[config.mk]
export PLATFORM = sky130hd
export DESIGN_NAME = uart_pixel_loader_flat
export DESIGN_NICKNAME = d
export VERILOG_FILES = /design/src/rtl/uart_pixel_loader_if.sv /design/src/rtl/uart_pixel_loader.sv /design/src/flat_wrapper.sv
export SDC_FILE = /design/constraint.sdc
export NUM_CORES = 1
export LEC_CHECK = 0
export CORE_AREA = 2 2 112 114
export CTS_BUF_LIST = sky130_fd_sc_hd__clkbuf_2 sky130_fd_sc_hd__clkbuf_4 sky130_fd_sc_hd__clkbuf_8
export CTS_CLUSTER_DIAMETER = 60
export DETAILED_ROUTE_END_ITERATION = 6
export DIE_AREA = 0 0 114 116
export GPL_ROUTABILITY_DRIVEN = 0
export GPL_TIMING_DRIVEN = 0
export HOLD_SLACK_MARGIN = 0.12
export REMOVE_ABC_BUFFERS = 1
export SLEW_MARGIN = 40
export SYNTH_ARGS = -nofsm -noshare
export SYNTH_HDL_FRONTEND = slang
export SYNTH_SLANG_ARGS = --single-unit
[constraint.sdc]
create_clock -name clk -period 4.6 [get_ports clk]
set_input_delay 0.92 -clock clk [delete_from_list [all_inputs] [get_ports clk]]
set_output_delay 0.92 -clock clk [all_outputs]
set_load 0.005 [all_outputs]
[src/rtl/uart_pixel_loader_if.sv]
// Byte stream from the UART receiver in, pixel RAM write port out.
// The loader takes the slave modport; the byte source / RAM side takes the master.
interface uart_pixel_loader_if #(
   parameter int ADDR_W = 5
);
   logic [7:0]        rx_data;
   logic              rx_valid;
   logic              rx_frame_err;
   logic [ADDR_W-1:0] wr_addr;
   logic [23:0]       wr_data;
   logic [2:0]        wr_byte_en;
   logic              wr_en;

   modport master (
      output rx_data, rx_valid, rx_frame_err,
      input  wr_addr, wr_data, wr_byte_en, wr_en
   );

   modport slave (
      input  rx_data, rx_valid, rx_frame_err,
      output wr_addr, wr_data, wr_byte_en, wr_en
   );
endinterface

[src/rtl/uart_pixel_loader.sv]
// Parses UART bytes into pixel RAM writes, resyncing on bad frames and timeouts.
// Optional macro PIXEL_AUTOINC_EN: full RGB writes chain into bursts with an incrementing address.
//
//   state     | meaning
//   ----------+-------------------------------------------
//   S_IDLE    | waiting for a header byte
//   S_GET_R   | full write, waiting for the red byte
//   S_GET_G   | full write, waiting for the green byte
//   S_GET_B   | full write, waiting for the blue byte
//   S_GET_ONE | single-channel write, waiting for its byte
module uart_pixel_loader #(
   parameter int ADDR_W         = 5,
   parameter int TIMEOUT_CYCLES = 4096,
   parameter int ERR_W          = 8
) (
   input  logic             clk,
   input  logic             rst,
   uart_pixel_loader_if.slave bus,
   output logic             busy,
   output logic [ERR_W-1:0] err_count
);
   localparam int TW = (TIMEOUT_CYCLES > 2) ? $clog2(TIMEOUT_CYCLES) : 1;
   localparam logic [TW-1:0]    TMO_LOAD = TW'(TIMEOUT_CYCLES - 1);
   localparam logic [ERR_W-1:0] ERR_MAX  = '1;

   localparam logic [2:0] S_IDLE    = 3'd0;
   localparam logic [2:0] S_GET_R   = 3'd1;
   localparam logic [2:0] S_GET_G   = 3'd2;
   localparam logic [2:0] S_GET_B   = 3'd3;
   localparam logic [2:0] S_GET_ONE = 3'd4;

   logic [2:0]        state;
   logic [ADDR_W-1:0] addr_q;
   logic [2:0]        lane_q;
   logic [7:0]        r_q;
   logic [7:0]        g_q;
   logic [TW-1:0]     timer;
   logic              byte_ok;
   logic              frame_bad;
   logic              hdr_ok;
   logic              tmo;
   logic              tmo_benign;
   logic              err_inc;

   assign busy      = (state != S_IDLE);
   assign byte_ok   = bus.rx_valid & ~bus.rx_frame_err;
   assign frame_bad = bus.rx_valid & bus.rx_frame_err;
   assign hdr_ok    = (bus.rx_data[7:5] == 3'b010) || (bus.rx_data[7:5] == 3'b100) ||
                      (bus.rx_data[7:5] == 3'b101) || (bus.rx_data[7:5] == 3'b110);
   // any rx_valid in the expiry cycle wins over the timeout
   assign tmo       = busy & ~bus.rx_valid & (timer == '0);

`ifdef PIXEL_AUTOINC_EN
   logic fresh_q;
   // a burst that simply stops after a completed pixel is a clean end, not an error
   assign tmo_benign = (state == S_GET_R) & fresh_q;
`else
   assign tmo_benign = 1'b0;
`endif

   assign err_inc = frame_bad | (byte_ok & ~busy & ~hdr_ok) | (tmo & ~tmo_benign);

   always_ff @(posedge clk or negedge rst) begin
      if (!rst) begin
         state          <= S_IDLE;
         addr_q         <= '0;
         lane_q         <= '0;
         r_q            <= '0;
         g_q            <= '0;
         timer          <= '0;
         err_count      <= '0;
         bus.wr_addr    <= '0;
         bus.wr_data    <= '0;
         bus.wr_byte_en <= '0;
         bus.wr_en      <= 1'b0;
`ifdef PIXEL_AUTOINC_EN
         fresh_q        <= 1'b0;
`endif
      end else begin
         bus.wr_en <= 1'b0;

         if (err_inc && (err_count != ERR_MAX))
            err_count <= err_count + ERR_W'(1);

         if (byte_ok)
            timer <= TMO_LOAD;
         else if (busy && (timer != '0))
            timer <= timer - TW'(1);

         if (frame_bad || tmo) begin
            state <= S_IDLE;
         end else if (byte_ok) begin
`ifdef PIXEL_AUTOINC_EN
            fresh_q <= 1'b0;
`endif
            case (state)
               S_IDLE: begin
                  addr_q <= ADDR_W'(bus.rx_data[4:0]);
                  case (bus.rx_data[7:5])
                     3'b010: begin lane_q <= 3'b111; state <= S_GET_R;   end
                     3'b100: begin lane_q <= 3'b100; state <= S_GET_ONE; end
                     3'b101: begin lane_q <= 3'b010; state <= S_GET_ONE; end
                     3'b110: begin lane_q <= 3'b001; state <= S_GET_ONE; end
                     default: state <= S_IDLE;
                  endcase
               end
               S_GET_R: begin
                  r_q   <= bus.rx_data;
                  state <= S_GET_G;
               end
               S_GET_G: begin
                  g_q   <= bus.rx_data;
                  state <= S_GET_B;
               end
               S_GET_B: begin
                  bus.wr_addr    <= addr_q;
                  bus.wr_data    <= {r_q, g_q, bus.rx_data};
                  bus.wr_byte_en <= 3'b111;
                  bus.wr_en      <= 1'b1;
`ifdef PIXEL_AUTOINC_EN
                  addr_q  <= addr_q + ADDR_W'(1);
                  fresh_q <= 1'b1;
                  state   <= S_GET_R;
`else
                  state   <= S_IDLE;
`endif
               end
               S_GET_ONE: begin
                  bus.wr_addr    <= addr_q;
                  bus.wr_data    <= {3{bus.rx_data}};
                  bus.wr_byte_en <= lane_q;
                  bus.wr_en      <= 1'b1;
                  state          <= S_IDLE;
               end
               default: state <= S_IDLE;
            endcase
         end
      end
   end
endmodule

[src/flat_wrapper.sv]
// flat-port wrapper written by rule: the top's interface ports become plain ports
module uart_pixel_loader_flat 
#(
   parameter int ADDR_W         = 5,
   parameter int TIMEOUT_CYCLES = 4096,
   parameter int ERR_W          = 8
)
  (clk, rst, busy, err_count, bus_rx_data, bus_rx_valid, bus_rx_frame_err, bus_wr_addr, bus_wr_data, bus_wr_byte_en, bus_wr_en);
  uart_pixel_loader_if #(.ADDR_W(ADDR_W)) bus_i ();
  input  logic clk;
  input  logic rst;
  output logic busy;
  output logic [ERR_W-1:0] err_count;
  input wire logic [$bits(bus_i.rx_data)-1:0] bus_rx_data;
  input wire logic [$bits(bus_i.rx_valid)-1:0] bus_rx_valid;
  input wire logic [$bits(bus_i.rx_frame_err)-1:0] bus_rx_frame_err;
  output wire logic [$bits(bus_i.wr_addr)-1:0] bus_wr_addr;
  output wire logic [$bits(bus_i.wr_data)-1:0] bus_wr_data;
  output wire logic [$bits(bus_i.wr_byte_en)-1:0] bus_wr_byte_en;
  output wire logic [$bits(bus_i.wr_en)-1:0] bus_wr_en;
  assign bus_i.rx_data = bus_rx_data;
  assign bus_i.rx_valid = bus_rx_valid;
  assign bus_i.rx_frame_err = bus_rx_frame_err;
  assign bus_wr_addr = bus_i.wr_addr;
  assign bus_wr_data = bus_i.wr_data;
  assign bus_wr_byte_en = bus_i.wr_byte_en;
  assign bus_wr_en = bus_i.wr_en;
  uart_pixel_loader #(.ADDR_W(ADDR_W), .TIMEOUT_CYCLES(TIMEOUT_CYCLES), .ERR_W(ERR_W)) u_core (.clk(clk), .rst(rst), .bus(bus_i), .busy(busy), .err_count(err_count));
endmodule
# [Yosys cells after proc, flatten, opt, wreduce, memory -nomap -nowiden]
# Cells that the tools add are included.
[op_classes] bitwise=13 eq_ne=9 muxes=12 addsub=2 n_reduce_logical=22
[ops] operator="$pmux W24 S2" count=1
[ops] operator="$mux W12" count=2
[ops] operator="$reduce_and A3 Y1" count=5
[ops] operator="$eq A3 B3 Y1 const B" count=4
[ops] operator="$logic_not A12 Y1" count=1
[ops] operator="$pmux W3 S2" count=2
[ops] operator="$pmux W3 S4" count=1
[ops] operator="$reduce_bool A12 Y1" count=1
[ops] operator="$sub A12 B1 Y12 const B" count=1
[ops] operator="$eq A3 B2 Y1 const B" count=3
[ops] operator="$pmux W3 S3" count=1
[ops] operator="$add A8 B1 Y8 const B" count=1
[ops] operator="$ne A8 B8 Y1 const B" count=1
[ops] operator="$and A1 B1 Y1" count=6
[ops] operator="$mux W3" count=2
[ops] operator="$reduce_bool A2 Y1" count=3
[ops] operator="$not A1 Y1" count=5
[ops] operator="$logic_or A1 B1 Y1" count=4
[ops] operator="$reduce_and A4 Y1" count=1
[ops] operator="$reduce_bool A4 Y1" count=1
[ops] operator="$eq A3 B1 Y1 const B" count=1
[ops] operator="$logic_not A3 Y1" count=1
[ops] operator="$mux W1" count=3
[ops] operator="$reduce_bool A3 Y1" count=1
[ops] operator="other kinds (4)" count=6
[word_totals] output_inout_bits=42 register_bits=80 input_bits=12 elab_cells=69

# [Longest topological paths before layout]
# Gate-level depths: netlist of run 1.
[logic_depth] word_depth=9 depth_mapped=7

# [Worst setup path before layout of run 1]
# OpenSTA, ideal clock, no wires.
[synth_timing] kind="input to register" start="in bus_rx_data[7]" end="reg u_core.err_count[1]" stages=5 arrival_ns=2.143 path_slack_ns=2.332 t_required_ns=4.475 n_path_buf=1 setup_time_ns=0.125 path_cell_list="clkbuf_1 > nand2b_1 > a32oi_2 > a2bb2oi_2 > mux2_4"
[synth_between] elab_chain_len=9 elab_cells_between_ends=12 classes_between="eq/ne: 4; bitwise: 4; reduce/logical: 4"
[synth_rtl] item="start, declared" line="flat_wrapper.sv:14" text="input wire logic [$bits(bus_i.rx_data)-1:0] bus_rx_data;"
[synth_rtl] item="$eq A3 B2 Y1 or $eq A3 B3 Y1 (tied branches)" line="uart_pixel_loader.sv:48" text="assign hdr_ok = (bus.rx_data[7:5] == 3'b010) || (bus.rx_data[7:5] == 3'b100) ||"
[synth_rtl] item="$logic_or A1 B1 Y1 (2 in a row)" line="uart_pixel_loader.sv:48"
[synth_rtl] item="$logic_or A1 B1 Y1 (*)" line="uart_pixel_loader.sv:49" text="(bus.rx_data[7:5] == 3'b101) || (bus.rx_data[7:5] == 3'b110);"
[synth_rtl] item="$not A1 Y1 (*)" line="uart_pixel_loader.sv:61" text="assign err_inc = frame_bad | (byte_ok & ~busy & ~hdr_ok) | (tmo & ~tmo_benign);"
[synth_rtl] item="$and A1 B1 Y1 (*)" line="uart_pixel_loader.sv:61"
[synth_rtl] item="$or A1 B1 Y1 (*) (2 in a row)" line="uart_pixel_loader.sv:61"
[synth_rtl] item="$logic_and A1 B1 Y1 (*)" line="uart_pixel_loader.sv:82" text="if (err_inc && (err_count != ERR_MAX))"
[synth_rtl] item="end signal, assigned" line="uart_pixel_loader.sv:83" text="err_count <= err_count + ERR_W'(1);"
[synth_rtl] item="end, declared" line="uart_pixel_loader.sv:20" text="output logic [ERR_W-1:0] err_count"
# Every way passes the cells marked *; elsewhere a longest branch is shown, timed or not.
# A chain may end at the register's enable or synchronous reset.

# [Worst setup path after layout of run 1]
[layout_timing] start="reg u_core.state[1]" end="out busy"
[layout_between] elab_chain_len=1
[layout_rtl] item="start, declared" line="uart_pixel_loader.sv:32" text="logic [2:0] state;"
[layout_rtl] item="start signal, assigned" line="uart_pixel_loader.sv:65" text="state <= S_IDLE;"
[layout_rtl] item="start signal, assigned" line="uart_pixel_loader.sv:91" text="state <= S_IDLE;"
[layout_rtl] item="start signal, assigned" line="uart_pixel_loader.sv:100" text="3'b010: begin lane_q <= 3'b111; state <= S_GET_R; end"
[layout_rtl] item="$reduce_bool A3 Y1" line="uart_pixel_loader.sv:45" text="assign busy = (state != S_IDLE);"
[layout_rtl] item="end, declared" line="flat_wrapper.sv:12" text="output logic busy;"
# No other way between the ends.

==> results.json, run 1 <==
{
  "run_status": "finished clean",
  "synth.yosys.seq_area_share": 0.544,
  "initial_core_util": 0.309,
  "timing.max_slew.rel_slack": 0.487,
  "final_max_slew_violation_count": 0,
  "critical_path.startpoint_type": "register",
  "dominant_combinational_cell_family_by_area_after_synthesis": "simple AND/OR/NAND/NOR gates",
  "detail_route.vias_per_cell": 5.11,
  "flip_flop_cell_with_the_highest_count_after_synthesis": "dfrtp_1",
  "worstHoldPathType": "in2async",
  "grt-ovfl-total": 0,
  "number_of_antenna_diodes": 0,
  "syn-instance-count": 335,
  "power.share.sequential": 0.444,
  "power.clock.fraction": 0.186,
  "clk-insertion-delay-late_ns": 0.36,
  "yosys_warnings": 0,
  "synth_area_per_cell_sq_um": 11.0,
  "static-leakage-power_nw": 1.78,
  "netlist.top_cell.by_area": "dfrtp_1",
  "timing.final.crit_share": 0.709,
  "hold_viol": 0,
  "synth_top_area_frac": 0.544,
  "yosys-mux-area-fraction": 0.123,
  "finalCriticalPeriod_ns": 3.26,
  "cp.arrival_ns": 2.34,
  "die_width_microns": 114,
  "p_sw_frac": 0.318,
  "avgRoutedWirePerCell_microns": 14.9,
  "tritoncts": "yes",
  "mappedNetlistArea_sq_um": 3680,
  "worstRegToRegCells": 4,
  "cts.clk_slew.worst_paths_ns": 0.08,
  "critical_path.cell_chain": "nor3_2, inv_2, clkdlybuf4s50_1",
  "place_ws_ns": 1.04,
  "synth.lib_cells_used.distinct": 51,
  "crit_path_top_delay_cell": "nor3_2",
  "power_density_nw_per_um2": 600,
  "drt_first_iter_violations": 108,
  "postSynthRegisterBits": 80,
  "postPlaceCellArea_sq_um": 4370,
  "num_vias": 2711,
  "async_flop_share": 1.00,
  "post_synth_main_area_contributors": "dfrtp_1 54%, mux2_2 11%, a21oi_1 3.1%, nor2_1 3.0%, nand3_1 2.2%",
  "synth_fa_ha_area_frac": 0.0102,
  "grt_setup_unrepaired": "false",
  "synth_compound_gate_area_share": 0.120,
  "path_buf_inv": 2,
  "grt_pass1_wl_microns": 13500,
  "edff_count_synth": 0,
  "share_comb_of_total_power": 0.370,
  "tightest_slew_ns": 0.769,
  "track_usage": 0.130,
  "slack_of_the_worst_reg_to_reg_path_ns": 2.13,
  "die_area_sq_um": 13200,
  "ctsResizeCount": 0,
  "cell_internal_pwr_mw": 1.86,
  "simple_logic_cell_fraction_of_the_synthesized_area": 0.166,
  "final_core_util": 0.382,
  "number_of_violations_of_the_max_capacitance_limit": 0,
  "timing.critical_path.to_type": "output pin",
  "final_area_sq_um": 4560,
  "dp_hpwl_microns": 5340,
  "firstDrtPassIters": 4,
  "grt_pass1_vias": 2715,
  "post_cts_hold_buffer_count": 0,
  "chipHeight_microns": 116,
  "finalClockSkew_ns": 0.00786,
  "final_cell_count_no_fill": 531,
  "clock_tree.buffer_depth": 2,
  "final.setup.tns_ns": 0,
  "num_rows": 40,
  "timing.setup.critical_path_class": "reg2out",
  "clk_root_buffer_cell": "clkbuf_8",
  "synth_xor_xnor_area_share": 0.00476,
  "post-place-cells": 518,
  "route.antenna.remaining_nets": 0,
  "drcViolationCount": 0,
  "place.port_buffers": 53,
  "rr_endpoint": "u_core.bus.wr_addr[0]$_DFFE_PN0P_",
  "clock_tree_sinks": 80,
  "grt_start_max_net_pins": 50,
  "htree_num_levels": 3,
  "layout-drive-gt1-share": 0.167,
  "worst_hold_slack_ns": 0.434,
  "post-route-worst-setup-slack_ns": 1.34,
  "critical_path.max_stage_delay_ns": 0.67,
  "achievable-frequency_ghz": 0.306,
  "initial_antenna_violation_count": 0,
  "cp_max_fo": 14,
  "synthToLayoutAreaGrowth_pct": 23.8,
  "report.power.total_mw": 2.73,
  "power.ir.vdd_worst_uv": 201,
  "routed_wirelength_microns": 7940,
  "setup_viol": 0,
  "crit-reg2reg-launch": "u_core.state[1]$_DFFE_PN0P_",
  "num-nets-final": 397,
  "cts_post_setup_buffers_inserted": 0,
  "floorplan.core_area_sq_um": 11900,
  "power_switching_uw": 869,
  "critPathRequiredTime_ns": 3.68,
  "number_of_top_level_design_ports": 54,
  "path_delay_family": "buffers and inverters",
  "tritoncts.num_buffers": 9
}
[worst reg2reg max path: stages, from the launching register on]
cell,delay (ns)
dfrtp_1,0.50
or3b_1,0.75
a21oi_4,0.50
buf_8,0.24
mux2_2,0.35
[worst max path at each step]
stage | startpoint | to | slack (ns) | cells after the start
after floorplan | bus_rx_frame_err | u_core.bus.wr_addr[0]$_DFFE_PN0P_ | 1.66 | 3
after global placement | rst | u_core.err_count[5]$_DFFE_PN0P_ | -0.23 | 1
after detailed placement | bus_rx_valid | u_core.g_q[0]$_DFFE_PN0P_ | 1.04 | 5
after CTS | u_core.state[1]$_DFFE_PN0P_ | busy | 1.30 | 3
after global routing | u_core.state[1]$_DFFE_PN0P_ | busy | 1.13 | 3
final | u_core.state[1]$_DFFE_PN0P_ | busy | 1.34 | 3
[placed cells by master (no fill, tap or decap), types with 5 or more instances in the layout]
cell	count
a21oi_1	23
a31oi_1	7
nor3_1	7
and2_1	8
nor2_1	29
dfrtp_1	80
nand2_1	21
o21ai_0	8
inv_1	5
clkbuf_8	10
nand3_1	16
clkdlybuf4s50_1	52
mux2_2	37
[final cells by class]
type,count,area [sq um]
clock buffer,10,138
clock inverter,3,45.0
fill,1180,7360
inverter,6,22.5
multi-input combinational,229,1580
sequential,80,2000
tap,147,184
timing repair buffer,56,589
[kinds of logic after synthesis]
logic type / Yosys count
simple gates: 118
xor+xnor: 2
flops: 80
fa+ha+maj: 3
compound gates: 66
mux: 40
buf+inv: 26
[power groups by stage]
stage / Sequential [mW] / Combinational (mW) / Clock [mW]
floorplan: 1.20 / 0.499 / 0
CTS: 1.22 / 1.03 / 0.521
global route: 1.26 / 1.12 / 0.553
finish: 1.21 / 1.01 / 0.509
global placement: 1.21 / 1.00 / 0
detailed placement: 1.23 / 1.02 / 0
[registers in the layout (all words and copies together) (netlist names)]
name	count
u_core.g_q	8
u_core.r_q	8
u_core.state	3
u_core.bus.wr_addr	5
u_core.bus.wr_data	24
u_core.bus.wr_byte_en	3
u_core.lane_q	3
u_core.addr_q	5
u_core.timer	12
u_core.err_count	8
u_core.bus.wr_en	1
[Yosys cell counts, types with 4 or more instances]
cell / count
nand4_1: 4
mux2_2: 37
a21oi_1: 23
buf_2: 8
and2_1: 8
nor2_1: 29
a31oi_1: 7
clkbuf_1: 9
nor3_1: 8
inv_1: 5
nand2_1: 21
nor4_1: 4
nand3_1: 16
dfrtp_1: 80
nand2b_1: 4
o21ai_0: 8
[layer usage]
layer	part of all wire	vias up	global-route usage
li1	-	1323	-
met1	0.48	1329	0.171
met2	0.47	45	0.204
met3	0.030	14	0.0267
met4	0.021	0	0.0683
met5	0	-	0
(Power assumes the default switching activity.)
==> run 2, diff against run 1 <==
==> constraint.sdc (replaced) <==
create_clock -name clk -period 3.3 [get_ports clk]
set_input_delay 0.66 -clock clk [delete_from_list [all_inputs] [get_ports clk]]
set_output_delay 0.66 -clock clk [all_outputs]
set_load 0.005 [all_outputs]
==> results of run 2 <==
The final DEF is identical to that of run 1. Status: finished clean.
Among the figures that moved: setup slack after placement 1.04 ns -> 0.00372 ns; setup slack after layout 1.34 ns -> 0.297 ns; hold slack 0.434 ns -> 0.174 ns; register-to-register setup slack 2.13 ns -> 0.83 ns; total power 2.73 mW -> 3.81 mW; worst IR drop on VDD 201 uV -> 280 uV
==> run 3, diff against run 2 <==
--- a/config.mk
+++ b/config.mk
@@ -6,7 +6,6 @@
 export NUM_CORES = 1
 export LEC_CHECK = 0
 export CORE_AREA = 2 2 112 114
-export CTS_BUF_LIST = sky130_fd_sc_hd__clkbuf_2 sky130_fd_sc_hd__clkbuf_4 sky130_fd_sc_hd__clkbuf_8
 export CTS_CLUSTER_DIAMETER = 60
 export DETAILED_ROUTE_END_ITERATION = 6
 export DIE_AREA = 0 0 114 116
@@ -14,7 +13,7 @@
 export GPL_TIMING_DRIVEN = 0
 export HOLD_SLACK_MARGIN = 0.12
 export REMOVE_ABC_BUFFERS = 1
-export SLEW_MARGIN = 40
+export SLEW_MARGIN = 0
 export SYNTH_ARGS = -nofsm -noshare
 export SYNTH_HDL_FRONTEND = slang
 export SYNTH_SLANG_ARGS = --single-unit
==> constraint.sdc (replaced) <==
create_clock -name clk -period 3 [get_ports clk]
set_input_delay 0.6 -clock clk [delete_from_list [all_inputs] [get_ports clk]]
set_output_delay 0.6 -clock clk [all_outputs]
set_load 0.005 [all_outputs]
==> results.json, run 3 (same netlist as run 1, synthesis figures left out) <==
{
  "initial_antenna_violation_count": 0,
  "largest_reg_flops": 24,
  "worstRegToRegCells": 4,
  "floorplan.core_area_sq_um": 11900,
  "power.clock.fraction": 0.258,
  "power.ir.vdd_worst_uv": 302,
  "postPlaceCellArea_sq_um": 4350,
  "post_cts_hold_buffer_count": 0,
  "share_comb_of_total_power": 0.337,
  "post-place-cells": 517,
  "tritoncts.num_buffers": 9,
  "dp_hpwl_microns": 5360,
  "post-route-worst-setup-slack_ns": 0.304,
  "die_area_sq_um": 13200,
  "number_of_top_level_design_ports": 54,
  "cp.arrival_ns": 2.10,
  "cp_max_fo": 14,
  "drcViolationCount": 0,
  "critical_path.startpoint": "u_core.state[1]$_DFFE_PN0P_",
  "htree_num_levels": 3,
  "reg.largest.list": "u_core.bus.wr_data: 24 flops, u_core.timer: 12 flops",
  "grt_start_max_net_pins": 50,
  "run_status": "finished clean",
  "clk_root_buffer_cell": "clkbuf_16",
  "clock_tree_sinks": 80,
  "place.port_buffers": 53,
  "num_rows": 40,
  "grt_pass1_vias": 2681,
  "chipHeight_microns": 116,
  "hold_viol": 0,
  "timing.final.crit_share": 0.899,
  "track_usage": 0.131,
  "layout-drive-gt1-share": 0.166,
  "finalCriticalPeriod_ns": 2.70,
  "commonest_non_fill_non_tap_cells_in_the_layout": "80 x dfrtp_1, 52 x clkdlybuf4s50_1, 37 x mux2_2, 29 x nor2_1, 23 x a21oi_1",
  "firstDrtPassIters": 4,
  "num_vias": 2721,
  "power.share.sequential": 0.405,
  "crit-reg2reg-launch": "u_core.state[1]$_DFFE_PN0P_",
  "power_density_nw_per_um2": 982,
  "timing.max_slew.rel_slack": 0.292,
  "critical_path.cell_chain": "nor3_4, inv_2, clkdlybuf4s50_1",
  "place_ws_ns": -0.255,
  "p_sw_frac": 0.299,
  "initial_core_util": 0.309,
  "crit_path_top_delay_cell": "nor3_4",
  "critical_path.startpoint_type": "register",
  "die_width_microns": 114,
  "achievable-frequency_ghz": 0.371,
  "route.antenna.remaining_nets": 0,
  "power_switching_mw": 1.38,
  "most_frequent_standard_cell_in_the_layout_excluding_fill_and_tap_cells": "dfrtp_1",
  "number_of_antenna_diodes": 0,
  "final_max_slew_violation_count": 0,
  "number_of_violations_of_the_max_capacitance_limit": 0,
  "grt-ovfl-total": 0,
  "final_area_sq_um": 4690,
  "critPathRequiredTime_ns": 2.40,
  "registers.top_by_ff_count": "u_core.bus.wr_data",
  "final_cell_count_no_fill": 533,
  "critical_path.max_stage_delay_ns": 0.51,
  "cell_internal_pwr_mw": 3.22,
  "timing.setup.critical_path_class": "reg2out",
  "clock_tree.buffer_depth": 2,
  "tritoncts": "yes",
  "finalClockSkew_ns": 0.00743,
  "final_core_util": 0.393,
  "synthToLayoutAreaGrowth_pct": 27.4,
  "detail_route.vias_per_cell": 5.11,
  "num-nets-final": 396,
  "clk-insertion-delay-late_ns": 0.34,
  "tightest_slew_ns": 1.06,
  "grt_pass1_wl_microns": 13500,
  "worstHoldPathType": "in2async",
  "setup_viol": 0,
  "timing.critical_path.to_type": "output pin",
  "drt_first_iter_violations": 127,
  "cts.clk_slew.worst_paths_ns": 0.06,
  "routed_wirelength_microns": 7980,
  "static-leakage-power_nw": 1.84,
  "report.power.total_mw": 4.60,
  "grt_setup_unrepaired": "false",
  "avgRoutedWirePerCell_microns": 15.0
}
run 3: cell count changes in the layout (fill, tap and decap cells not counted), moves of 2 or more:
cell | previous run | this run
clkbuf_16 | 0 | 9
clkbuf_8 | 10 | 1
buf_8 | 2 | 0
clkbuf_1 | 0 | 2
clkinv_4 | 0 | 2
clkinvlp_4 | 2 | 0
run 3: critical path: cells and delay by family (launching register included):
kind,cells,cell delay [ns]
buffers and inverters,2,0.75
and+or+nand+nor,1,0.51
DFF,1,0.50
run 3: cell type report:
| cell class | count | area (sq um) |
|---|---|---|
| multi-input combinational | 229 | 1580 |
| tap | 147 | 184 |
| timing repair buffer | 55 | 576 |
| clock buffer | 12 | 246 |
| inverter | 6 | 22.5 |
| fill | 1173 | 7220 |
| clock inverter | 4 | 77.6 |
| sequential | 80 | 2000 |
run 3: final timing paths:
kind / end / slack [ns]
setup reg to reg: u_core.bus.wr_addr[0]$_DFFE_PN0P_ / 0.41
hold / removal: u_core.bus.wr_data[3]$_DFFE_PN0P_ / 0.19
min in group clk: u_core.lane_q[1]$_DFFE_PN0P_ / 0.50
max in group asynchronous: u_core.err_count[1]$_DFFE_PN0P_ / 2.21
hold reg to reg: u_core.lane_q[1]$_DFFE_PN0P_ / 0.50
setup / recovery: busy / 0.30
run 3: per-stage QoR:
stage               setup TNS (ns)  hold slack, ns
floorplan                        0           0.304
global placement           -152.09           0.479
detailed placement           -5.70           0.480
CTS                              0           0.206
global route                     0           0.222
finish                           0           0.195
run 3: power by group through the flow:
stage          registers, mW  clock network, mW  logic, mW
4_1_cts                 1.87               1.21       1.58
6_report                1.86               1.19       1.55
2_1_floorplan           1.83                  0      0.765
3_3_place_gp            1.85                  0       1.54
3_5_place_dp            1.88                  0       1.57
5_1_grt                 1.94               1.27       1.73
run 3: layer usage:
metal / track usage / up-vias / share of wire
met2: 0.203 / 36 / 0.48
li1: - / 1321 / -
met5: 0 / - / 0
met3: 0.0309 / 12 / 0.027
met1: 0.176 / 1352 / 0.47
met4: 0.0610 / 0 / 0.020
run 3: timing repair:
item	CTS	global route
resized for setup	1	2
buffers inserted	0	0
pin swaps	0	0
setup endpoints to repair	1	22
